`src/rtl/hwregs_pkg.sv`:
```
// rtl/hwregs_pkg.sv - register map and shared helpers for the hardware-register window
package hwregs_pkg;

  localparam logic [15:0] HWREG_SEVEN_SEG = 16'h0000;
  localparam logic [15:0] HWREG_LEDS      = 16'h0004;
  localparam logic [15:0] HWREG_SWITCHES  = 16'h0008;
  localparam logic [15:0] HWREG_UART_TX   = 16'h0010;
  localparam logic [15:0] HWREG_UART_STAT = 16'h0014;
  localparam logic [15:0] HWREG_TIMER     = 16'h0020;

  localparam int STAT_EMPTY_BIT    = 0;
  localparam int STAT_FULL_BIT     = 1;
  localparam int STAT_OVERFLOW_BIT = 2;

  // Byte offset matches a register word regardless of addr[1:0].
  function automatic logic addr_hit(input logic [15:0] addr, input logic [15:0] reg_off);
    return (addr & 16'hFFFC) == (reg_off & 16'hFFFC);
  endfunction

  function automatic logic [31:0] strb_merge(input logic [31:0] old_val,
                                             input logic [31:0] new_val,
                                             input logic [3:0]  strb);
    logic [31:0] mask;
    mask = {{8{strb[3]}}, {8{strb[2]}}, {8{strb[1]}}, {8{strb[0]}}};
    return (old_val & ~mask) | (new_val & mask);
  endfunction

endpackage

```
`src/rtl/hwregs_fifo.sv`:
```
// rtl/hwregs_fifo.sv - power-of-two synchronous FIFO with occupancy count
module hwregs_fifo #(
  parameter int WIDTH = 8,
  parameter int DEPTH = 16
) (
  input  logic                     clock,
  input  logic                     reset,
  input  logic                     push,
  input  logic [WIDTH-1:0]         push_data,
  input  logic                     pop,
  output logic [WIDTH-1:0]         head,
  output logic                     full,
  output logic                     empty,
  output logic [$clog2(DEPTH):0]   count
);
  localparam int AW = $clog2(DEPTH);

  logic [WIDTH-1:0] mem [DEPTH];
  logic [AW-1:0]    rd_ptr;
  logic [AW-1:0]    wr_ptr;
  logic [AW:0]      cnt;
  logic             do_pop;
  logic             do_push;

  assign empty   = (cnt == '0);
  assign full    = (cnt == (AW+1)'(DEPTH));
  assign do_pop  = pop && !empty;
  // A pop frees a slot in the same cycle, so a push into a full FIFO still lands.
  assign do_push = push && (!full || do_pop);
  assign head    = mem[rd_ptr];
  assign count   = cnt;

  always_ff @(posedge clock or posedge reset) begin
    if (reset) begin
      rd_ptr <= '0;
      wr_ptr <= '0;
      cnt    <= '0;
    end else begin
      if (do_push) wr_ptr <= wr_ptr + AW'(1);
      if (do_pop)  rd_ptr <= rd_ptr + AW'(1);
      if (do_push && !do_pop)      cnt <= cnt + (AW+1)'(1);
      else if (!do_push && do_pop) cnt <= cnt - (AW+1)'(1);
    end
  end

  always_ff @(posedge clock) begin
    if (do_push) mem[wr_ptr] <= push_data;
  end

endmodule

```
`src/rtl/hwregs.sv`:
```
// rtl/hwregs.sv - board I/O register responder for the CPU hardware-register window
module hwregs
  import hwregs_pkg::*;
#(
  parameter int TX_FIFO_DEPTH = 16,
  parameter int LED_WIDTH     = 10,
  parameter int SW_WIDTH      = 10
) (
  input  logic                 clock,
  input  logic                 reset,
  input  logic                 cpu_hwregs_req,
  input  logic                 cpu_hwregs_write,
  input  logic [15:0]          cpu_hwregs_addr,
  input  logic [31:0]          cpu_hwregs_wdata,
  input  logic [3:0]           cpu_hwregs_wstrb,
  output logic                 cpu_hwregs_ack,
  output logic [31:0]          cpu_hwregs_rdata,
  output logic [23:0]          seven_seg,
  output logic [LED_WIDTH-1:0] leds,
  input  logic [SW_WIDTH-1:0]  switches,
  output logic [7:0]           uart_tx_data,
  output logic                 uart_tx_valid,
  input  logic                 uart_tx_ready
);
  localparam int CW = $clog2(TX_FIFO_DEPTH) + 1;

  logic [SW_WIDTH-1:0] sw_meta;
  logic [SW_WIDTH-1:0] sw_sync;
  logic [31:0]         timer;
  logic                overflow;
  logic [CW-1:0]       fifo_count;
  logic [CW-1:0]       free_entries;
  logic                fifo_full;
  logic                fifo_empty;
  logic                rd_req;
  logic                wr_req;
  logic                push;
  logic                pop;
  logic                drop;
  logic [31:0]         read_data;

  assign rd_req        = cpu_hwregs_req && !cpu_hwregs_write;
  assign wr_req        = cpu_hwregs_req &&  cpu_hwregs_write;
  assign pop           = !fifo_empty && uart_tx_ready;
  assign push          = wr_req && addr_hit(cpu_hwregs_addr, HWREG_UART_TX) && cpu_hwregs_wstrb[0];
  assign drop          = push && fifo_full && !pop;
  assign uart_tx_valid = !fifo_empty;
  assign free_entries  = CW'(TX_FIFO_DEPTH) - fifo_count;

  hwregs_fifo #(
    .WIDTH (8),
    .DEPTH (TX_FIFO_DEPTH)
  ) tx_fifo (
    .clock     (clock),
    .reset     (reset),
    .push      (push),
    .push_data (cpu_hwregs_wdata[7:0]),
    .pop       (pop),
    .head      (uart_tx_data),
    .full      (fifo_full),
    .empty     (fifo_empty),
    .count     (fifo_count)
  );

  // Sampled before this cycle's edge, so a UART_TX read sees the pre-pop count.
  always_comb begin
    read_data = '0;
    if (addr_hit(cpu_hwregs_addr, HWREG_SEVEN_SEG))      read_data = 32'(seven_seg);
    else if (addr_hit(cpu_hwregs_addr, HWREG_LEDS))      read_data = 32'(leds);
    else if (addr_hit(cpu_hwregs_addr, HWREG_SWITCHES))  read_data = 32'(sw_sync);
    else if (addr_hit(cpu_hwregs_addr, HWREG_UART_TX))   read_data = 32'(free_entries);
    else if (addr_hit(cpu_hwregs_addr, HWREG_UART_STAT)) begin
      read_data[STAT_EMPTY_BIT]    = fifo_empty;
      read_data[STAT_FULL_BIT]     = fifo_full;
      read_data[STAT_OVERFLOW_BIT] = overflow;
    end
    else if (addr_hit(cpu_hwregs_addr, HWREG_TIMER))     read_data = timer;
  end

  always_ff @(posedge clock or posedge reset) begin
    if (reset) begin
      cpu_hwregs_ack   <= 1'b0;
      cpu_hwregs_rdata <= '0;
      seven_seg        <= '0;
      leds             <= '0;
      sw_meta          <= '0;
      sw_sync          <= '0;
      timer            <= '0;
      overflow         <= 1'b0;
    end else begin
      cpu_hwregs_ack   <= cpu_hwregs_req;
      cpu_hwregs_rdata <= rd_req ? read_data : '0;
      sw_meta          <= switches;
      sw_sync          <= sw_meta;
      // A write counts as cycle zero, so the next cycle already reads 1.
      if (wr_req && addr_hit(cpu_hwregs_addr, HWREG_TIMER)) timer <= 32'd1;
      else                                                  timer <= timer + 32'd1;
      if (wr_req && addr_hit(cpu_hwregs_addr, HWREG_SEVEN_SEG))
        seven_seg <= 24'(strb_merge(32'(seven_seg), cpu_hwregs_wdata, cpu_hwregs_wstrb));
      if (wr_req && addr_hit(cpu_hwregs_addr, HWREG_LEDS))
        leds <= LED_WIDTH'(strb_merge(32'(leds), cpu_hwregs_wdata, cpu_hwregs_wstrb));
      if (wr_req && addr_hit(cpu_hwregs_addr, HWREG_UART_STAT)) overflow <= 1'b0;
      else if (drop)                                            overflow <= 1'b1;
    end
  end

endmodule

```
`config.mk`:
```
export PLATFORM = sky130hd
export DESIGN_NAME = hwregs
export DESIGN_NICKNAME = d
export VERILOG_FILES = /design/src/rtl/hwregs_pkg.sv /design/src/rtl/hwregs_fifo.sv /design/src/rtl/hwregs.sv
export SDC_FILE = /design/constraint.sdc
export NUM_CORES = 1
export LEC_CHECK = 0
export BUFFER_PORTS_ARGS = -buffer_cell sky130_fd_sc_hd__buf_2
export CORE_MARGIN = 1.5
export CORE_UTILIZATION = 58
export DETAILED_ROUTE_END_ITERATION = 12
export PLACE_DENSITY = 0.8
export RECOVER_POWER = 100
export SETUP_SLACK_MARGIN = 0.02
export SYNTH_ARGS = -nofsm -noshare
export SYNTH_HDL_FRONTEND = slang
export SYNTH_SLANG_ARGS = --single-unit
```
`constraint.sdc`:
```
create_clock -name clock -period 4.25 [get_ports clock]
set_clock_uncertainty 0.15 [all_clocks]
set_input_delay 0 -clock clock [delete_from_list [all_inputs] [get_ports clock]]
set_output_delay 0 -clock clock [all_outputs]
set_load 0.1 [all_outputs]
```
==> results.sh, run 1 <==
export IMPL_numCtsBuffers=26
export IMPL_tightest_slew_ps=3150
export IMPL_die_height_um=140
export IMPL_report_power_total_mw=6.98
export IMPL_ys_warn_count=0
export IMPL_setup_viol=0
export IMPL_clk_path_buf_depth=3
export IMPL_hold_viol=0
export IMPL_dpl_worst_slack_ps=583
export IMPL_holdCritPathClass="in -> reg"
export IMPL_fin_crit_ps=3950
export IMPL_arrival_ps=4200
export IMPL_finalCritPeriodShare_pct=92.9
export IMPL_instances_no_fill=1246
export IMPL_cts_tree="built"
export IMPL_drcViolationCount=0
export IMPL_placed_area_sq_um=11900
export IMPL_routed_wirelength_um=26900
export IMPL_cts_root_buf="clkbuf_16"
export IMPL_grt_pass1_vias=7671
export IMPL_synthCells=768
export IMPL_num_rows=50
export IMPL_core_area_sq_um=18600
export IMPL_critPathBufInv=4
export IMPL_dp_final_hpwl_um=15900
export IMPL_synth_mux_area_share_pct=10.3
export IMPL_drt_iter0_markers=559
export IMPL_netlist_cell_type_count=53
export IMPL_syn_cell_area_sq_um=11000
export IMPL_ys_ff_latch=261
export IMPL_die_w_um=140
export IMPL_insertedDiodeCount=0
export IMPL_cp_slowest_stage_delay_ps=670
export IMPL_synthArstFlopShare_pct=51.0
export IMPL_p_seq_share_pct=41.8
export IMPL_clock_power_share_pct=32.7
export IMPL_via_per_inst=5.90
export IMPL_final_area_sq_um=13400
export IMPL_num_nets_final=1073
export IMPL_htreeDepth=1
export IMPL_setup_worst_path_start_class="input port"
export IMPL_internal_power_mw=4.69
export IMPL_cp_top_family="simple AND/OR/NAND/NOR gates"
export IMPL_power_density_nw_per_um2=522
export IMPL_cp_end_kind="flip-flop"
export IMPL_grt_pass1_wl_um=42300
export IMPL_cp_max_fo=12
export IMPL_drv_cap=2
export IMPL_ios=143
export IMPL_vias=7351
export IMPL_cpMostUsedCell="dlygate4sd3_1"
export IMPL_p_leak_nw=5.36
export IMPL_fin_tns_setup_ps=0
export IMPL_synthSimpleGateAreaFrac_pct=11.6
export IMPL_drt_pass1_iterations=5
export IMPL_insertion_delay_ps=520
export IMPL_violations="capacitance limit, slew limit"
export IMPL_synth_compound_area_share_pct=5.73
export IMPL_synthAdderAreaFrac_pct=1.67
export IMPL_rsz0062_at_grt="false"
export IMPL_irDropWorstVdd_mv=0.332
export IMPL_wl_per_cell_um=21.6
export IMPL_layout_common_cells="dfrtp_1 (133), edfxtp_1 (128), clkbuf_1 (93)"
export IMPL_dp_cells=1113
export IMPL_syn2layout_area_growth_pct=22.1
export IMPL_holdWs_ps=2.48
export IMPL_required_ps=4500
export IMPL_clock_sinks=261
export IMPL_relSlewSlack_pct=-110
export IMPL_outcome="complete, but fails checks"
export IMPL_swShare_pct=32.8
export IMPL_place_congestion=0.859
export IMPL_dieArea_sq_um=19700
export IMPL_initial_core_util_pct=58.8
export IMPL_combPwrFrac_pct=25.5
export IMPL_slew_viol_final=95
export IMPL_switchingPower_mw=2.29
export IMPL_port_buffers=131
export IMPL_grt_use_total_pct=28.0
export IMPL_synth_xor_area_share_pct=3.28
export IMPL_setup_slack_ps=304
export IMPL_max_freq_mhz=253
export IMPL_grt_max_degree=86
export IMPL_critPathSlowestCell="dlygate4sd3_1"
export IMPL_final_util_pct=71.8
export IMPL_clk_transition_reported_paths_ps=60
export IMPL_yosysSeqAreaShare_pct=65.4
export IMPL_drive_gt1_share_pct=17.9
export IMPL_synthesis_nets=849
export IMPL_mostFrequentLayoutCell="dfrtp_1"
export IMPL_detail_route_antenna_nets=0
export IMPL_synth_enable_flop_cells=128
export IMPL_crit_chain="dlygate4sd3_1 -> clkbuf_1 -> or4_4 -> dlygate4sd3_1 -> nor3_4 -> nand3_1 -> nor2_4 -> mux2_2 -> dlygate4sd3_1"
export IMPL_post_cts_buffers=0
export IMPL_synth_top_family_by_area="simple AND/OR/NAND/NOR gates"
export IMPL_ys_flop_type="dfrtp_1"
export IMPL_worstSetupPathType="in -> reg"
export IMPL_antenna_found_initial=0
export IMPL_syn_mean_instance_area_sq_um=14.3
export IMPL_grt_overflow=0
==> power groups by stage <==
| stage | Sequential (mW) | Clock, mW | Combinational, mW |
|---|---|---|---|
| floorplan | 2.83 | 0 | 1.52 |
| global placement | 2.97 | 0 | 1.71 |
| detailed placement | 2.97 | 0 | 1.74 |
| CTS | 2.92 | 2.31 | 1.79 |
| global route | 2.94 | 2.42 | 1.89 |
| finish | 2.92 | 2.28 | 1.78 |
==> synth_stat cells (4+ instances only) <==
library cell  instances  area (sq um)
a21o_1                8          60.1
a21oi_1               6          30.0
a221o_1               8          80.1
a22oi_1              23           173
and2_1               10          62.6
and3_1               11          68.8
and4_1                5          43.8
buf_2                10          50.1
clkbuf_1             21          78.8
dfrtp_1             133          3330
edfxtp_1            128          3840
ha_1                 13           163
inv_1                20          75.1
mux2_2               49           552
mux4_2               24           541
nand2_1              29           109
nand2b_1             11          68.8
nand3_1              21           105
nand4_1              17           106
nor2_1               80           300
nor2_4                4          45.0
nor2b_1              12          75.1
nor3_1                9          45.0
nor3b_1               4          30.0
nor4_1               10          62.6
o21ai_0              15          75.1
o221ai_1              5          43.8
o22a_1                5          43.8
o22ai_1               8          50.1
xnor2_1              15           131
xor2_1               26           228
==> final timing paths <==
path                                                       to                    startpoint  slack [ps]  depth (start not counted)
worst max register to register   tx_fifo.count[4]$_DFFE_PP0P_  tx_fifo.count[0]$_DFFE_PP0P_         450                         16
max in group asynchronous                 timer[30]$_DFF_PP0_                         reset         850                          4
min in group asynchronous                sw_meta[0]$_DFF_PP0_                         reset        1010                          3
worst max-delay path                                flip-flop            cpu_hwregs_addr[7]         300                          9
worst min register to register           sw_sync[0]$_DFF_PP0_          sw_meta[0]$_DFF_PP0_         200                          0
worst min-delay path            cpu_hwregs_rdata[1]$_DFF_PP0_           cpu_hwregs_addr[11]           2                          5
==> worst register-to-register path: cells and delay by family (launching register included) <==
kind,cells,cell delay [ps]
AOI/OAI and AO/OA,2,350
DFF,1,430
adders and majority gates,4,1030
and+or+nand+nor,4,730
buffers and inverters,4,670
muxes,1,230
xor gates and xnor gates,1,140
==> layer usage <==
metal | track usage, % | part of all wire, % | vias to the layer above | wire, um
met5 | 0 | 0 | - | 0
met3 | 4.58 | 6.5 | 59 | 1760
met2 | 48.0 | 50 | 321 | 13600
li1 | - | - | 3294 | -
met1 | 36.8 | 40 | 3677 | 10800
met4 | 9.54 | 3.0 | 0 | 813
==> cell type report <==
cell class	count	area, sq um
repair buffers	230	1470
well taps	234	293
fillers	1229	5260
clock buffers	35	736
inverters	21	78.8
multi-input cells	452	3520
flip-flops and latches	261	7170
clock inverters	13	116
==> cell families (layout without fill, tap and decap cells) <==
family | Yosys count | in the layout
compound gates | 86 | 86
xor+xnor | 41 | 41
fa+ha+maj | 14 | 14
buf+inv | 55 | 299
flops | 261 | 261
mux | 76 | 76
simple gates | 235 | 235
==> what timing repair did <==
item / CTS / global route
gates resized for setup: 0 / 0
endpoints found under the setup margin: 0 / 0
hold buffers: 85 / 0
endpoints found under the hold margin: 273 / 0
No activity file was read; power rests on OpenSTA's default activity.
==> run 2, diff against run 1 <==
--- a/constraint.sdc
+++ b/constraint.sdc
@@ -4,2 +4,2 @@
 set_output_delay 0 -clock clock [all_outputs]
-set_load 0.1 [all_outputs]
+set_load 0.005 [all_outputs]
==> results.sh, run 2 (synthesis results as in run 1) <==
export IMPL_post_cts_buffers=0
export IMPL_p_leak_nw=5.47
export IMPL_relSlewSlack_pct=-89.8
export IMPL_mostFrequentLayoutCell="dfrtp_1"
export IMPL_drcViolationCount=0
export IMPL_required_ps=4520
export IMPL_fin_tns_setup_ps=0
export IMPL_grt_pass1_wl_um=41800
export IMPL_placed_area_sq_um=11900
export IMPL_drive_gt1_share_pct=20.4
export IMPL_insertedDiodeCount=0
export IMPL_dieArea_sq_um=19700
export IMPL_outcome="complete, but fails checks"
export IMPL_layout_common_cells="dfrtp_1 (133), edfxtp_1 (128), dlygate4sd3_1 (89)"
export IMPL_wl_per_cell_um=21.6
export IMPL_hold_path_cell_count=5
export IMPL_arrival_ps=4250
export IMPL_numCtsBuffers=26
export IMPL_hold_start="cpu_hwregs_addr[13]"
export IMPL_core_area_sq_um=18600
export IMPL_cp_slowest_stage_delay_ps=690
export IMPL_fin_crit_ps=3980
export IMPL_insertion_delay_ps=530
export IMPL_cp_max_fo=12
export IMPL_drt_pass1_iterations=5
export IMPL_cts_hold_buffers=89
export IMPL_drv_cap=3
export IMPL_htreeDepth=1
export IMPL_critPathSlowestCell="dlygate4sd3_1"
export IMPL_cpMostUsedCell="dlygate4sd3_1"
export IMPL_via_per_inst=5.96
export IMPL_grt_max_degree=79
export IMPL_clock_sinks=261
export IMPL_die_w_um=140
export IMPL_power_density_nw_per_um2=472
export IMPL_cts_resized=0
export IMPL_crit_chain="dlygate4sd3_1 -> clkbuf_1 -> or4_1 -> dlygate4sd3_1 -> nor3_4 -> nand3_4 -> nor2_2 -> mux2_2 -> dlygate4sd3_1"
export IMPL_port_buffers=131
export IMPL_antenna_found_initial=0
export IMPL_holdWs_ps=5.51
export IMPL_grt_use_total_pct=27.6
export IMPL_syn2layout_area_growth_pct=22.6
export IMPL_holdCritPathClass="in -> reg"
export IMPL_max_freq_mhz=251
export IMPL_dp_final_hpwl_um=15900
export IMPL_grt_pass1_vias=7730
export IMPL_setup_worst_path_start_class="input port"
export IMPL_slew_viol_final=122
export IMPL_violations="capacitance limit, slew limit"
export IMPL_critPathBufInv=4
export IMPL_r2r_start="tx_fifo.count[0]$_DFFE_PP0P_"
export IMPL_cp_end_kind="flip-flop"
export IMPL_final_area_sq_um=13400
export IMPL_initial_core_util_pct=58.8
export IMPL_irDropWorstVdd_mv=0.339
export IMPL_cts_root_buf="clkbuf_16"
export IMPL_r2r_slack_ps=500
export IMPL_drt_iter0_markers=631
export IMPL_detail_route_antenna_nets=0
export IMPL_place_congestion=0.878
export IMPL_ios=143
export IMPL_report_power_total_mw=6.34
export IMPL_setup_viol=0
export IMPL_grt_overflow=0
export IMPL_finalCritPeriodShare_pct=93.7
export IMPL_num_rows=50
export IMPL_reg2reg_depth=16
export IMPL_vias=7447
export IMPL_die_height_um=140
export IMPL_final_util_pct=72.1
export IMPL_hold_viol=0
export IMPL_cts_tree="built"
export IMPL_cp_top_family="buffers and inverters"
export IMPL_worstSetupPathType="in -> reg"
export IMPL_rsz0062_at_grt="false"
export IMPL_r2r_end="tx_fifo.count[4]$_DFFE_PP0P_"
export IMPL_min_to="cpu_hwregs_rdata[0]$_DFF_PP0_"
export IMPL_num_nets_final=1076
export IMPL_clk_path_buf_depth=3
export IMPL_tightest_slew_ps=2850
export IMPL_clk_transition_reported_paths_ps=70
export IMPL_routed_wirelength_um=27000
## run 2: changes by cell type in the layout (fill, tap and decap cells not counted), moves of 2 or more
cell / delta
clkbuf_8: -2
clkinvlp_4: +2
mux2_2: +2
mux2_1: -2
buf_2: +33
dlygate4sd3_1: +4
clkbuf_1: -26
clkbuf_2: -7
## run 2: final cells by class
class / count / area [sq um]
fillers: 1182 / 5210
clock buffers: 33 / 687
well taps: 234 / 293
clock inverters: 15 / 138
repair buffers: 233 / 1540
inverters: 21 / 78.8
flip-flops and latches: 261 / 7170
multi-input cells: 452 / 3520
## run 2: report_power, final
group	internal (mW)	switching (mW)
Combinational	0.635	0.545
Sequential	2.72	0.224
Clock	1.27	0.948
Total	4.63	1.72
## run 2: per-layer routing
metal  track usage [%]  vias to the layer above  share of wire, %
met4              11.0                        0               3.4
met1              35.9                     3728                40
met2              47.7                      344                51
met5                 0                        -                 0
met3              3.73                       73               6.4
li1                  -                     3302                 -
## run 2: worst max path at each step
| stage | startpoint | end | depth (start not counted) |
|---|---|---|---|
| 5_1_grt | cpu_hwregs_addr[7] | flip-flop | 9 |
| 6_report | cpu_hwregs_addr[7] | flip-flop | 9 |
| 3_5_place_dp | tx_fifo.count[0]$_DFFE_PP0P_ | tx_fifo.count[4]$_DFFE_PP0P_ | 16 |
| 3_3_place_gp | tx_fifo.count[0]$_DFFE_PP0P_ | tx_fifo.count[4]$_DFFE_PP0P_ | 16 |
| 4_1_cts | cpu_hwregs_addr[7] | flip-flop | 9 |
| 2_1_floorplan | reset | async pin | 1 |
## run 2: per-stage QoR
step                      worst slack (ps)  cells
final                                  266   1249
after global routing                   162   1249
after CTS                              537   1249
after detailed placement               591   1112
after global placement                 653   1112
after floorplan                        546    768
## run 2: worst min-delay path, delay by kind of cell
family / cells / cell delay [ps]
simple gates: 2 / 320
buf+inv: 1 / 80
compound gates: 2 / 240
==> run 3, diff against run 2 <==
--- a/constraint.sdc
+++ b/constraint.sdc
@@ -4,2 +4,2 @@
 set_output_delay 0 -clock clock [all_outputs]
-set_load 0.005 [all_outputs]
+set_load 0.05 [all_outputs]
==> results.sh, run 3 (synthesis results as in run 1) <==
export IMPL_outcome="complete, but fails checks"
export IMPL_violations="capacitance limit, slew limit"
export IMPL_cp_top_family="buffers and inverters"
export IMPL_cp_depth=9
export IMPL_vias=7465
export IMPL_layout_common_cells="dfrtp_1 (133), edfxtp_1 (128), clkbuf_1 (92)"
export IMPL_detail_route_antenna_nets=0
export IMPL_startpoint="cpu_hwregs_addr[7]"
export IMPL_via_per_inst=5.98
export IMPL_ff_latch_area_sq_um=7170
export IMPL_grt_pass1_wl_um=41800
export IMPL_drive_gt1_share_pct=17.9
export IMPL_clk_path_buf_depth=3
export IMPL_setup_viol=0
export IMPL_ios=143
export IMPL_hold_viol=0
export IMPL_combPwrFrac_pct=22.1
export IMPL_clock_sinks=261
export IMPL_dpl_worst_slack_ps=591
export IMPL_cts_resized=0
export IMPL_arrival_ps=4250
export IMPL_cts_root_buf="clkbuf_16"
export IMPL_drt_pass1_iterations=5
export IMPL_clk_transition_reported_paths_ps=70
export IMPL_holdCritPathClass="in -> reg"
export IMPL_insertion_delay_ps=530
export IMPL_cts_hold_buffers=89
export IMPL_irDropWorstVdd_mv=0.338
export IMPL_grt_overflow=0
export IMPL_post_cts_buffers=0
export IMPL_swShare_pct=30.0
export IMPL_insertedDiodeCount=0
export IMPL_num_nets_final=1076
export IMPL_p_leak_nw=5.36
export IMPL_cp_end_kind="flip-flop"
export IMPL_fin_tns_setup_ps=0
export IMPL_cp_max_fo=12
export IMPL_wl_per_cell_um=21.6
export IMPL_required_ps=4520
export IMPL_setup_worst_path_start_class="input port"
export IMPL_critPathSlowestCell="dlygate4sd3_1"
export IMPL_cp_slowest_stage_delay_ps=690
export IMPL_drv_cap=3
export IMPL_internal_power_mw=4.64
export IMPL_power_density_nw_per_um2=494
export IMPL_tightest_slew_ps=2830
export IMPL_multi_input_area_sq_um=3520
export IMPL_grt_use_total_pct=27.6
export IMPL_hold_path_cell_count=5
export IMPL_fin_crit_ps=3990
export IMPL_fillers=1196
export IMPL_dieArea_sq_um=19700
export IMPL_rsz0062_at_grt="false"
export IMPL_slew_viol_final=122
export IMPL_hold_start="cpu_hwregs_addr[13]"
export IMPL_grt_max_degree=79
export IMPL_routed_wirelength_um=26900
export IMPL_initial_core_util_pct=58.8
export IMPL_p_seq_share_pct=44.5
export IMPL_dp_final_hpwl_um=15900
export IMPL_drt_iter0_markers=639
export IMPL_holdWs_ps=17.8
export IMPL_grt_pass1_vias=7730
export IMPL_htreeDepth=1
export IMPL_clock_power_share_pct=33.4
export IMPL_crit_chain="dlygate4sd3_1 -> clkbuf_1 -> or4_1 -> dlygate4sd3_1 -> nor3_4 -> nand3_4 -> nor2_2 -> mux2_2 -> dlygate4sd3_1"
export IMPL_cts_tree="built"
export IMPL_syn2layout_area_growth_pct=22.3
export IMPL_core_area_sq_um=18600
export IMPL_worstSetupPathType="in -> reg"
export IMPL_setup_slack_ps=263
export IMPL_num_rows=50
export IMPL_r2r_start="tx_fifo.count[0]$_DFFE_PP0P_"
export IMPL_reg2reg_depth=16
export IMPL_die_w_um=140
export IMPL_switchingPower_mw=1.99
export IMPL_final_util_pct=71.9
export IMPL_mostFrequentLayoutCell="dfrtp_1"
export IMPL_max_freq_mhz=251
export IMPL_finalCritPeriodShare_pct=93.8
export IMPL_port_buffers=131
export IMPL_numCtsBuffers=26
export IMPL_relSlewSlack_pct=-88.5
export IMPL_critPathBufInv=4
export IMPL_die_height_um=140
export IMPL_cpMostUsedCell="dlygate4sd3_1"
export IMPL_place_congestion=0.878
export IMPL_antenna_found_initial=0
export IMPL_drcViolationCount=0
## run 3: cell count changes in the layout (fill, tap and decap cells not counted)
cell | previous run | this run
clkbuf_2 | 2 | 10
clkbuf_1 | 67 | 92
buf_2 | 78 | 45
## run 3: worst paths after layout
check | slack [ps] | end
min | 20 | cpu_hwregs_rdata[0]$_DFF_PP0_
min reg2reg | 190 | sw_sync[4]$_DFF_PP0_
min in group asynchronous | 880 | sw_meta[2]$_DFF_PP0_
max | 260 | flip-flop
max reg2reg | 500 | tx_fifo.count[4]$_DFFE_PP0P_
max in group asynchronous | 1040 | tx_fifo.count[0]$_DFFE_PP0P_
## run 3: layer usage
layer  up-vias  routed length, um  track usage, %  part of all wire (%)
li1       3303                  -               -                     -
met1      3730              10600            35.9                    39
met2       351              13600            47.7                    51
met3        81               1730            3.73                   6.4
met4         0                961            11.0                   3.6
met5         -                  0               0                     0
## run 3: worst register-to-register path: cells and delay by family (launching register included)
kind | cells | cell delay (ps)
AOI/OAI and AO/OA | 2 | 360
xor gates and xnor gates | 1 | 140
adders and majority gates | 4 | 1030
buffers and inverters | 4 | 640
DFF | 1 | 430
muxes | 1 | 230
and+or+nand+nor | 4 | 730
## run 3: stage by stage
step	std cells	total power [mW]	area, sq um
finish	1249	6.62	13400
global route	1249	6.86	13400
CTS	1249	6.63	13600
detailed placement	1112	4.40	11900
global placement	1112	4.36	11900
floorplan	768	4.04	11000
## run 3: area by class of cell
class / count / area share [%]
clock buffers: 33 / 5.13
flip-flops and latches: 261 / 53.5
repair buffers: 233 / 11.3
inverters: 21 / 0.588
multi-input cells: 452 / 26.3
clock inverters: 15 / 1.03
well taps: 234 / 2.18
## run 3: power by group through the flow
stage | Sequential, mW | Clock, mW | Combinational [mW]
after floorplan | 2.83 | 0 | 1.21
after global placement | 2.99 | 0 | 1.38
after detailed placement | 2.99 | 0 | 1.41
after CTS | 2.94 | 2.23 | 1.46
after global routing | 2.97 | 2.33 | 1.57
final | 2.94 | 2.21 | 1.47
